### src/rtl/dispatch_ctrl_pkg.sv
// dispatch_ctrl_pkg -- shared definitions for the dispatch controller.
// Holds the renamed-op width, the position and encoding of the op class
// field, the dispatch FSM state encoding and a class decode helper.
// No ports (package).

`ifndef RENAMED_OP_SZ
`define RENAMED_OP_SZ 48
`endif

package dispatch_ctrl_pkg;

    localparam int unsigned OpSz     = `RENAMED_OP_SZ;
    localparam int unsigned ClassLsb = 44;
    localparam int unsigned ClassW   = 3;

    localparam logic [ClassW-1:0] TermCode = 3'b111;

    typedef enum logic [1:0] {
        OpAlu,
        OpMem,
        OpTerm
    } op_class_e;

    typedef enum logic [1:0] {
        StRun   = 2'd0,
        StDrain = 2'd1,
        StIdle  = 2'd2
    } state_e;

    // 3'b111 is TERM; any other code with the top bit set is MEM; 3'b0xx is ALU.
    function automatic op_class_e op_class(input logic [ClassW-1:0] code);
        if (code == TermCode) begin
            return OpTerm;
        end else if (code[2]) begin
            return OpMem;
        end
        return OpAlu;
    endfunction

endpackage

### src/rtl/dispatch_ctrl_if.sv
// dispatch_ctrl_if -- decoded-op handshake between the decode stage and
// the dispatch controller.
//   instr_in    : FETCH_WIDTH packed renamed ops (slot g at g*OpSz)
//   instr_valid : per-slot valid
//   instr_used  : per-slot accept (consumed when valid & used)
//   alu_sel, mem_sel, term_sel : accepted slots routed per unit
// Modports: master = op producer, slave = dispatch controller.

interface dispatch_ctrl_if #(
    parameter int unsigned FETCH_WIDTH = 4
);
    import dispatch_ctrl_pkg::*;

    logic [OpSz*FETCH_WIDTH-1:0] instr_in;
    logic [FETCH_WIDTH-1:0]      instr_valid;
    logic [FETCH_WIDTH-1:0]      instr_used;
    logic [FETCH_WIDTH-1:0]      alu_sel;
    logic [FETCH_WIDTH-1:0]      mem_sel;
    logic [FETCH_WIDTH-1:0]      term_sel;

    modport master (
        output instr_in,
        output instr_valid,
        input  instr_used,
        input  alu_sel,
        input  mem_sel,
        input  term_sel
    );

    modport slave (
        input  instr_in,
        input  instr_valid,
        output instr_used,
        output alu_sel,
        output mem_sel,
        output term_sel
    );

endinterface

### src/rtl/dispatch_select.sv
// dispatch_select -- combinational in-order prefix / credit selection.
// Ports:
//   instr, valid       : packed ops and per-slot valid
//   enable             : high only while the controller may accept (RUN, out of reset)
//   alu_cred, mem_cred : credits currently available per queue
//   used               : accepted prefix
//   alu_sel, mem_sel, term_sel : used split by class
//   alu_acc, mem_acc   : number of ALU / MEM ops accepted this cycle
//   term_acc           : a TERM was accepted this cycle

module dispatch_select
    import dispatch_ctrl_pkg::*;
#(
    parameter int unsigned FETCH_WIDTH = 4,
    parameter int unsigned ALU_DEPTH   = 8,
    parameter int unsigned MEM_DEPTH   = 4
) (
    input  logic [OpSz*FETCH_WIDTH-1:0]       instr,
    input  logic [FETCH_WIDTH-1:0]            valid,
    input  logic                              enable,
    input  logic [$clog2(ALU_DEPTH+1)-1:0]    alu_cred,
    input  logic [$clog2(MEM_DEPTH+1)-1:0]    mem_cred,
    output logic [FETCH_WIDTH-1:0]            used,
    output logic [FETCH_WIDTH-1:0]            alu_sel,
    output logic [FETCH_WIDTH-1:0]            mem_sel,
    output logic [FETCH_WIDTH-1:0]            term_sel,
    output logic [$clog2(FETCH_WIDTH+1)-1:0]  alu_acc,
    output logic [$clog2(FETCH_WIDTH+1)-1:0]  mem_acc,
    output logic                              term_acc
);

    localparam int unsigned CntW = $clog2(FETCH_WIDTH+1);

    int unsigned alu_n;
    int unsigned mem_n;
    logic        blocked;
    op_class_e   cls;

    // Only the class field of each op is inspected here.
    logic unused_instr_bits;
    assign unused_instr_bits = ^instr;

    always_comb begin
        used     = '0;
        alu_sel  = '0;
        mem_sel  = '0;
        term_sel = '0;
        alu_n    = 0;
        mem_n    = 0;
        blocked  = 1'b0;
        cls      = OpAlu;
        for (int g = 0; g < FETCH_WIDTH; g++) begin
            cls = op_class(instr[g*OpSz + ClassLsb +: ClassW]);
            if (enable && valid[g] && !blocked) begin
                case (cls)
                    OpTerm: begin
                        used[g]     = 1'b1;
                        term_sel[g] = 1'b1;
                    end
                    OpMem: begin
                        if (mem_n < 32'(mem_cred)) begin
                            used[g]    = 1'b1;
                            mem_sel[g] = 1'b1;
                            mem_n      = mem_n + 1;
                        end
                    end
                    default: begin
                        if (alu_n < 32'(alu_cred)) begin
                            used[g]    = 1'b1;
                            alu_sel[g] = 1'b1;
                            alu_n      = alu_n + 1;
                        end
                    end
                endcase
            end
            // A refused slot ends the prefix; an accepted TERM ends it too.
            if (!used[g] || term_sel[g]) begin
                blocked = 1'b1;
            end
        end
    end

    assign alu_acc  = CntW'(alu_n);
    assign mem_acc  = CntW'(mem_n);
    assign term_acc = |term_sel;

endmodule

### src/rtl/dispatch_ctrl.sv
// dispatch_ctrl -- dispatches decoded ops to ALU / MEM queues under credit
// flow control, with a RUN -> DRAIN -> IDLE termination sequence.
// Ports:
//   clk, rst     : clock, synchronous active-low reset
//   wakeup       : restart request while IDLE
//   bus          : op handshake (dispatch_ctrl_if.slave)
//   alu_free, mem_free : queue entries released this cycle
//   running      : high in RUN
//   term_done    : one-cycle pulse in the cycle after DRAIN -> IDLE
//   stall_cycles : RUN cycles with slot 0 valid but not used (saturating)
// Config macro DISPATCH_CTRL_STATS_EN enables the stall counter; when
// undefined stall_cycles is tied to 0.

module dispatch_ctrl
    import dispatch_ctrl_pkg::*;
#(
    parameter int unsigned FETCH_WIDTH = 4,
    parameter int unsigned ALU_DEPTH   = 8,
    parameter int unsigned MEM_DEPTH   = 4
) (
    input  logic                              clk,
    input  logic                              rst,
    input  logic                              wakeup,
    dispatch_ctrl_if.slave                    bus,
    input  logic [$clog2(FETCH_WIDTH+1)-1:0]  alu_free,
    input  logic [$clog2(FETCH_WIDTH+1)-1:0]  mem_free,
    output logic                              running,
    output logic                              term_done,
    output logic [15:0]                       stall_cycles
);

    localparam int unsigned AluCw = $clog2(ALU_DEPTH+1);
    localparam int unsigned MemCw = $clog2(MEM_DEPTH+1);
    localparam int unsigned CntW  = $clog2(FETCH_WIDTH+1);

    state_e             state_q, state_d;
    logic [AluCw-1:0]   alu_cred_q, alu_cred_d;
    logic [MemCw-1:0]   mem_cred_q, mem_cred_d;
    logic               term_done_q;

    logic               accept_en;
    logic [CntW-1:0]    alu_acc, mem_acc;
    logic               term_acc;
    logic [31:0]        alu_sum, mem_sum;

    // Gating with rst keeps the handshake quiet during reset even though
    // the state register only clears at the next edge.
    assign accept_en = (state_q == StRun) && rst;

    dispatch_select #(
        .FETCH_WIDTH (FETCH_WIDTH),
        .ALU_DEPTH   (ALU_DEPTH),
        .MEM_DEPTH   (MEM_DEPTH)
    ) u_select (
        .instr    (bus.instr_in),
        .valid    (bus.instr_valid),
        .enable   (accept_en),
        .alu_cred (alu_cred_q),
        .mem_cred (mem_cred_q),
        .used     (bus.instr_used),
        .alu_sel  (bus.alu_sel),
        .mem_sel  (bus.mem_sel),
        .term_sel (bus.term_sel),
        .alu_acc  (alu_acc),
        .mem_acc  (mem_acc),
        .term_acc (term_acc)
    );

    // Accepts never exceed the current credit, so the sums cannot underflow.
    always_comb begin
        alu_sum    = 32'(alu_cred_q) + 32'(alu_free) - 32'(alu_acc);
        mem_sum    = 32'(mem_cred_q) + 32'(mem_free) - 32'(mem_acc);
        alu_cred_d = (alu_sum > ALU_DEPTH) ? AluCw'(ALU_DEPTH) : AluCw'(alu_sum);
        mem_cred_d = (mem_sum > MEM_DEPTH) ? MemCw'(MEM_DEPTH) : MemCw'(mem_sum);
    end

    always_comb begin
        state_d = state_q;
        case (state_q)
            StRun: begin
                if (term_acc) begin
                    state_d = StDrain;
                end
            end
            StDrain: begin
                if ((32'(alu_cred_d) == ALU_DEPTH) && (32'(mem_cred_d) == MEM_DEPTH)) begin
                    state_d = StIdle;
                end
            end
            StIdle: begin
                if (wakeup) begin
                    state_d = StRun;
                end
            end
            default: state_d = StRun;
        endcase
    end

    always_ff @(posedge clk) begin
        if (!rst) begin
            state_q     <= StRun;
            alu_cred_q  <= AluCw'(ALU_DEPTH);
            mem_cred_q  <= MemCw'(MEM_DEPTH);
            term_done_q <= 1'b0;
        end else begin
            state_q     <= state_d;
            alu_cred_q  <= alu_cred_d;
            mem_cred_q  <= mem_cred_d;
            term_done_q <= (state_q == StDrain) && (state_d == StIdle);
        end
    end

    assign running   = (state_q == StRun);
    assign term_done = term_done_q;

`ifdef DISPATCH_CTRL_STATS_EN
    logic [15:0] stall_q;

    always_ff @(posedge clk) begin
        if (!rst) begin
            stall_q <= '0;
        end else if ((state_q == StRun) && bus.instr_valid[0] && !bus.instr_used[0]
                     && (stall_q != 16'hFFFF)) begin
            stall_q <= stall_q + 16'd1;
        end
    end

    assign stall_cycles = stall_q;
`else
    assign stall_cycles = '0;
`endif

endmodule

### src/flat_wrapper.sv
// flat-port wrapper written by rule: the top's interface ports become plain ports
module dispatch_ctrl_flat import dispatch_ctrl_pkg::*;
#(
    parameter int unsigned FETCH_WIDTH = 4,
    parameter int unsigned ALU_DEPTH   = 8,
    parameter int unsigned MEM_DEPTH   = 4
)
  (clk, rst, wakeup, alu_free, mem_free, running, term_done, stall_cycles, bus_instr_in, bus_instr_valid, bus_instr_used, bus_alu_sel, bus_mem_sel, bus_term_sel);
  dispatch_ctrl_if #(.FETCH_WIDTH(FETCH_WIDTH)) bus_i ();
  input  logic clk;
  input  logic rst;
  input  logic wakeup;
  input  logic [$clog2(FETCH_WIDTH+1)-1:0] alu_free;
  input  logic [$clog2(FETCH_WIDTH+1)-1:0] mem_free;
  output logic running;
  output logic term_done;
  output logic [15:0] stall_cycles;
  input wire logic [$bits(bus_i.instr_in)-1:0] bus_instr_in;
  input wire logic [$bits(bus_i.instr_valid)-1:0] bus_instr_valid;
  output wire logic [$bits(bus_i.instr_used)-1:0] bus_instr_used;
  output wire logic [$bits(bus_i.alu_sel)-1:0] bus_alu_sel;
  output wire logic [$bits(bus_i.mem_sel)-1:0] bus_mem_sel;
  output wire logic [$bits(bus_i.term_sel)-1:0] bus_term_sel;
  assign bus_i.instr_in = bus_instr_in;
  assign bus_i.instr_valid = bus_instr_valid;
  assign bus_instr_used = bus_i.instr_used;
  assign bus_alu_sel = bus_i.alu_sel;
  assign bus_mem_sel = bus_i.mem_sel;
  assign bus_term_sel = bus_i.term_sel;
  dispatch_ctrl #(.FETCH_WIDTH(FETCH_WIDTH), .ALU_DEPTH(ALU_DEPTH), .MEM_DEPTH(MEM_DEPTH)) u_core (.clk(clk), .rst(rst), .wakeup(wakeup), .bus(bus_i), .alu_free(alu_free), .mem_free(mem_free), .running(running), .term_done(term_done), .stall_cycles(stall_cycles));
endmodule
### config.mk
export PLATFORM = sky130hd
export DESIGN_NAME = dispatch_ctrl_flat
export DESIGN_NICKNAME = d
export VERILOG_FILES = /design/src/rtl/dispatch_ctrl_pkg.sv /design/src/rtl/dispatch_ctrl_if.sv /design/src/rtl/dispatch_select.sv /design/src/rtl/dispatch_ctrl.sv /design/src/flat_wrapper.sv
export SDC_FILE = /design/constraint.sdc
export NUM_CORES = 1
export LEC_CHECK = 0
export ABC_AREA = 1
export BUFFER_PORTS_ARGS = -buffer_cell sky130_fd_sc_hd__buf_4
export CAP_MARGIN = 20
export CORE_AREA = 2 2 92 94
export DETAILED_ROUTE_END_ITERATION = 10
export DIE_AREA = 0 0 94 96
export PLACE_DENSITY = 0.64
export SYNTH_ARGS = -nofsm -noshare
export SYNTH_HDL_FRONTEND = slang
export SYNTH_SLANG_ARGS = --single-unit
### constraint.sdc
create_clock -name clk -period 4.66 [get_ports clk]
set_clock_uncertainty 0.1 [all_clocks]
set_input_delay 0.932 -clock clk [delete_from_list [all_inputs] [get_ports clk]]
set_output_delay 0.932 -clock clk [all_outputs]
set_load 0.01 [all_outputs]
==> results of run 1 <==
## area by class of cell
cell class | count | area [um2]
timing repair buffer | 128 | 1010
multi-input combinational | 229 | 1770
fill | 803 | 4630
tap | 105 | 131
clock buffer | 4 | 55.1
inverter | 67 | 254
sequential | 10 | 200
## power by group
part | internal, mW | leakage, nW | switching, mW
sequential | 0.110 | 0.0814 | 0.0282
combinational | 0.479 | 1.69 | 0.485
clock | 0.0744 | 0.0288 | 0.0359
## cell families after synthesis
group / after synthesis / share of synthesized area [%]
compound gates: 18 / 6.18
flops: 10 / 9.89
other cells: 1 / 0.185
simple gates: 159 / 42.2
fa+ha+maj: 30 / 20.0
buf+inv: 84 / 18.9
xor+xnor: 6 / 2.60
## layer usage
metal | vias up | track usage, % | routed length, um
met4 | 0 | 2.54 | 50
met1 | 1055 | 15.1 | 2390
met2 | 28 | 22.4 | 3080
met5 | - | 0 | 0
met3 | 7 | 1.64 | 132
li1 | 1191 | - | -
## path summary, 6_finish.rpt
kind | depth (start not counted) | to | start | slack (ns)
max reg2reg | 38 | u_core.state_q[0] | u_core.alu_cred_q[3] | 0.05
max | 37 | u_core.state_q[0] | bus_instr_in[44] | -0.25
min reg2reg | 2 | u_core.state_q[1] | u_core.state_q[1] | 0.42
min | 2 | u_core.state_q[1] | u_core.state_q[1] | 0.42
## state kept, by name, summed over array words and instances, names as in the netlist
signal             flops
u_core.alu_cred_q      4
u_core.term_done       1
u_core.mem_cred_q      3
u_core.state_q         2
## metrics by stage
stage | setup TNS, ns | worst slack (ns) | instance area, um2 | cells
after floorplan | -0.526 | -0.179 | 2130 | 323
after global placement | -3.08 | -0.615 | 2940 | 519
after detailed placement | -3.94 | -0.682 | 2940 | 519
after CTS | -0.833 | -0.248 | 3190 | 535
after global routing | -3.83 | -0.575 | 3430 | 543
final | -0.842 | -0.247 | 3430 | 543
## worst max-delay path: cells and delay by family
family,cells,cell delay [ns]
simple gates,20,1.77
buf+inv,8,0.47
compound gates,4,0.55
fa+ha+maj,5,1.21
## synthesized netlist by cell type (3+ instances only)
cell type	instances	area share, %
a21oi_1	6	1.5
buf_4	16	5.9
clkinv_1	3	0.56
dfxtp_1	10	9.9
fa_1	4	4.0
ha_1	26	16
inv_1	58	11
inv_2	6	1.1
nand2_1	62	12
nand2_2	13	4.0
nand3_1	18	4.5
nand3_2	4	2.0
nand3b_1	4	1.5
nand4_1	7	2.2
nor2_1	28	5.2
nor2_2	7	2.2
nor2_4	7	3.9
o21ai_0	3	0.74
xor2_1	6	2.6
## what timing repair did
action / 4_1_cts / 5_1_grt
setup buffers: 14 / 8
gates resized for setup: 31 / 47
pin swaps: 29 / 57
endpoints found under the setup margin: 10 / 13
hold buffers: 0 / 0
==> flow_summary.toml, run 1 <==
[power]
ir_drop_uv = 256
power_leakage_nw = 1.80
p_total_mw = 1.21
powerDensity_nw_per_um2 = 354

[routing]
drcViolationCount = 0
vias_per_cell = 4.20
drtAntennaViolNets = 0
wl_per_cell_um = 10.4
routed_wl_um = 5650
num_vias = 2281
drtIter0Drc = 70
first_pass_iters = 4

[finish]
n_antenna_cell = 0
postLayoutCoreUtil_pct = 42.5
final_common_cell = "buf_4"
nets = 674
drive_gt1_share_pct = 54.8
syn_to_final_growth_pct = 69.3
final_cell_mix = "116 x buf_4, 45 x inv_1, 41 x nand2_1"

[timing]
hold_ws_ns = 0.420
final_hold_viol_count = 0
timing.final.crit_share_pct = 105
rsz0062_at_grt = "yes"
clock.fmax_ghz = 0.204
post-route-min-period_ns = 4.91
drv_slew = 0
final.setup.worst_slack_ns = -0.247
setup_violations = 6

[clock_network]
clkLatencyLatePin_ns = 0.24
clkTransAtPathRegs_ns = 0.05
clockBufferDepth = 2
h-tree-depth = 1
cts_buffers = 3
clockRootBuffer = "clkbuf_8"
cts_num_sinks = 10
cts_tree = "done"

[worst_setup_path]
cp_max_fo = 4
start_kind = "input pin"
crit_path_top_delay_cell = "fa_2"
cp-end-kind = "flip-flop"
crit_required_ns = 4.70
cp_data_arrival_time_ns = 4.95
cp_slowest_stage_delay_ns = 0.39
path_class = "in2reg"

[logic_synthesis]
ys_async_sr_fraction_pct = 0
synthFlopType = "dfxtp_1"
yosysWarnings = 0
netlist_instances = 308
synth_edf_count = 0
syn_area_um2 = 2020
ys_seq_elements = 10
synth.distinct_cells = 35
ys_seq_area_share_pct = 9.89
syn_area_per_cell_um2 = 6.57

[grt]
grt_pass1_vias = 2113
grt_antenna_before_repair = 0
grt.total_usage_pct = 12.2
grt_max_degree = 7
grt.overflow.total = 0
grt_pass1_wl_um = 8860

[outcome]
status = "complete, but fails checks"
violations = "setup timing"

[die]
start_util_pct = 25.1
die_h_um = 96
io_pins = 239
die-area_um2 = 9020
die_width_um = 94
placeableCoreArea_um2 = 8050
rows = 33

[placement]
numPortBuffers = 42
gp_congestion = 0.865
dp_hpwl_um = 4470

[worst_hold_path]
hp-class = "reg2reg"

[job]
maxCapViolCount = 0
Power figures use the tool's default switching activity.
==> run 2: changes to the inputs <==
--- a/config.mk
+++ b/config.mk
@@ -5,13 +5,12 @@
 export SDC_FILE = /design/constraint.sdc
 export NUM_CORES = 1
 export LEC_CHECK = 0
-export ABC_AREA = 1
 export BUFFER_PORTS_ARGS = -buffer_cell sky130_fd_sc_hd__buf_4
 export CAP_MARGIN = 20
-export CORE_AREA = 2 2 92 94
+export CORE_AREA = 2 2 93 95
 export DETAILED_ROUTE_END_ITERATION = 10
-export DIE_AREA = 0 0 94 96
-export PLACE_DENSITY = 0.64
+export DIE_AREA = 0 0 95 97
+export PLACE_DENSITY = 0.6
 export SYNTH_ARGS = -nofsm -noshare
 export SYNTH_HDL_FRONTEND = slang
 export SYNTH_SLANG_ARGS = --single-unit
==> run 2 against run 1 <==
  * The run still ends with setup timing left
  * Routed wire length increased by 8.1%
  * Critical path depth decreased by 15
  * Via count decreased by 7.7%
  * Largest power group unchanged
==> flow_summary.toml, run 2 <==
[logic_synthesis]
synth_edf_count = 0
ys_seq_area_share_pct = 10.9
ys_seq_elements = 10
syn_area_um2 = 1830
synthFlopType = "dfxtp_1"
ys_top_cells_by_count = "26 x ha_1, 19 x inv_1, 16 x buf_4, 15 x nor2_1, 14 x a21oi_1"
netlist_instances = 227
synth_area_leader_cell = "ha_1"
synth.area.top_cells = "ha_1 18%, dfxtp_1 11%, buf_4 6.6%, fa_1 4.4%, inv_1 3.9%"
synth.distinct_cells = 55
ys_async_sr_fraction_pct = 0
syn_area_per_cell_um2 = 8.06
yosysMostFrequentCell = "ha_1"
synth_top_cell_area_share_pct = 17.8
yosysWarnings = 0

[finish]
largest_register_ffs = 4
n_antenna_cell = 0
nets = 602
top_regs = "u_core.alu_cred_q: 4 flops, u_core.mem_cred_q: 3 flops, u_core.state_q: 2 flops"
postLayoutCoreUtil_pct = 42.9
regMostFlops = "u_core.alu_cred_q"
syn_to_final_growth_pct = 90.6
fin_cells = 471
final_cell_mix = "121 x buf_4, 17 x ha_1, 16 x inv_1, 16 x conb_1, 15 x buf_6"
design_area_um2 = 3490
drive_gt1_share_pct = 59.3
final_common_cell = "buf_4"

[die]
rows = 33
placeableCoreArea_um2 = 8130
io_pins = 239
start_util_pct = 22.5
die_h_um = 97
die-area_um2 = 9220
die_width_um = 95

[timing]
timing.final.crit_share_pct = 114
clock.fmax_ghz = 0.189
setup_violations = 13
post-route-min-period_ns = 5.30
drv_slew = 0
tightest_slew_ns = 0.517
slew_headroom_pct = 65.5
final.setup.worst_slack_ns = -0.640
final_hold_viol_count = 0
hold_ws_ns = 0.593
rsz0062_at_grt = "yes"

[clock_network]
clockRootBuffer = "clkbuf_8"
clkLatencyLatePin_ns = 0.24
cts_num_sinks = 10
clockBufferDepth = 2
cts_tree = "done"
clkTransAtPathRegs_ns = 0.05
h-tree-depth = 1
cts_buffers = 3

[worst_setup_path]
reg2reg_setup_slack_ns = -0.47
cp_slowest_stage_delay_ns = 0.55
cp_data_arrival_time_ns = 5.33
path_class = "in2reg"
crit_family = "simple AND/OR/NAND/NOR gates"
critPathBufInv = 4
start_kind = "input pin"
worstPathCellList = "buf_8, and4bb_2, a21o_1, inv_2, ha_4, and3_4, ha_4, nor3b_4, a2111oi_4, buf_4, buf_4, a2111oi_4, nand2b_1, or4_1, xor2_1, ha_1, or2_2, a21oi_2, ha_1, a31oi_2, nor2b_1, o31a_1"
crit_path_top_delay_cell = "or4_1"
cp_max_fo = 3
crit_required_ns = 4.68
cp-end-kind = "flip-flop"

[routing]
routed_wl_um = 6110
wl_per_cell_um = 13.0
drcViolationCount = 0
first_pass_iters = 4
drtIter0Drc = 49
drtAntennaViolNets = 0
vias_per_cell = 4.47
num_vias = 2105

[placement]
gp_congestion = 0.827
dp_cells = 448
numPortBuffers = 42
placed_cell_area_um2 = 2970
dp_hpwl_um = 4850
place_ws_ns = -1.02

[job]
maxCapViolCount = 0

[power]
sw_frac_of_total_pct = 42.3
p_int_mw = 0.795
clkPwrFrac_pct = 7.9
power_leakage_nw = 1.66
p_comb_share_pct = 82.0
p_seq_share_pct = 10.1
powerDensity_nw_per_um2 = 395
ir_drop_uv = 189
p_sw_mw = 0.583

[grt]
grt_antenna_before_repair = 0
grt.overflow.total = 0
grt.total_usage_pct = 12.8
grt_pass1_vias = 2043
grt_pass1_wl_um = 9480
grt_max_degree = 7

[outcome]
violations = "setup timing"
status = "complete, but fails checks"

[worst_hold_path]
hp-class = "reg2reg"
## run 2: cell count changes after synthesis, sizes merged, moves of 11 or more
cell / delta
nand2: -65
inv: -44
nor2: -27
nand3: -15
and3: +11
## run 2: metrics by stage
stage               total power, mW  setup TNS [ns]
floorplan                     0.630           -6.64
finish                         1.38           -6.69
global route                   1.50           -9.33
global placement              0.992           -9.39
detailed placement             1.01          -10.22
CTS                            1.22           -6.15
## run 2: power groups by stage
stage | sequential, mW | combinational (mW) | clock, mW
finish | 0.139 | 1.13 | 0.108
global route | 0.142 | 1.24 | 0.117
CTS | 0.138 | 0.975 | 0.112
detailed placement | 0.139 | 0.871 | 0
global placement | 0.139 | 0.853 | 0
floorplan | 0.148 | 0.482 | 0
## run 2: worst paths after layout
kind / depth (start not counted) / start / end
setup / recovery: 22 / rst / u_core.state_q[0]
hold / removal: 4 / u_core.state_q[0] / u_core.state_q[1]
setup reg to reg: 21 / u_core.alu_cred_q[3] / u_core.state_q[0]
hold reg to reg: 4 / u_core.state_q[0] / u_core.state_q[1]
## run 2: tightest hold or removal path, stage by stage, from the launching register on
cell and delay, ns:
dfxtp_1 0.34, buf_4 0.12, nor3b_1 0.05, a21oi_2 0.09
nor2b_1 0.04
## run 2: layout make-up
cell class | count | area [um2]
fill | 786 | 4650
multi-input combinational | 193 | 1900
timing repair buffer | 139 | 1120
sequential | 10 | 200
tap | 105 | 131
inverter | 20 | 77.6
clock buffer | 4 | 55.1
## run 2: kinds of logic after synthesis
logic type / synth area share (%)
and+or+nand+nor: 28.3
buffers and inverters: 11.4
muxes: 3.42
other: 0.205
DFF: 10.9
adders and majority gates: 22.1
AOI/OAI and AO/OA: 18.8
xor gates and xnor gates: 4.78
## run 2: what timing repair did
action	CTS	global route
setup buffers	12	9
endpoints found under the setup margin	13	14
gates resized for setup	35	30
pin swaps	24	28
hold buffers	0	0
## run 2: layer usage
metal	track usage, %	vias up	wire (um)
li1	-	1060	-
met2	20.9	61	2960
met4	3.01	0	65
met5	0	-	0
met3	1.25	7	290
met1	17.9	977	2790
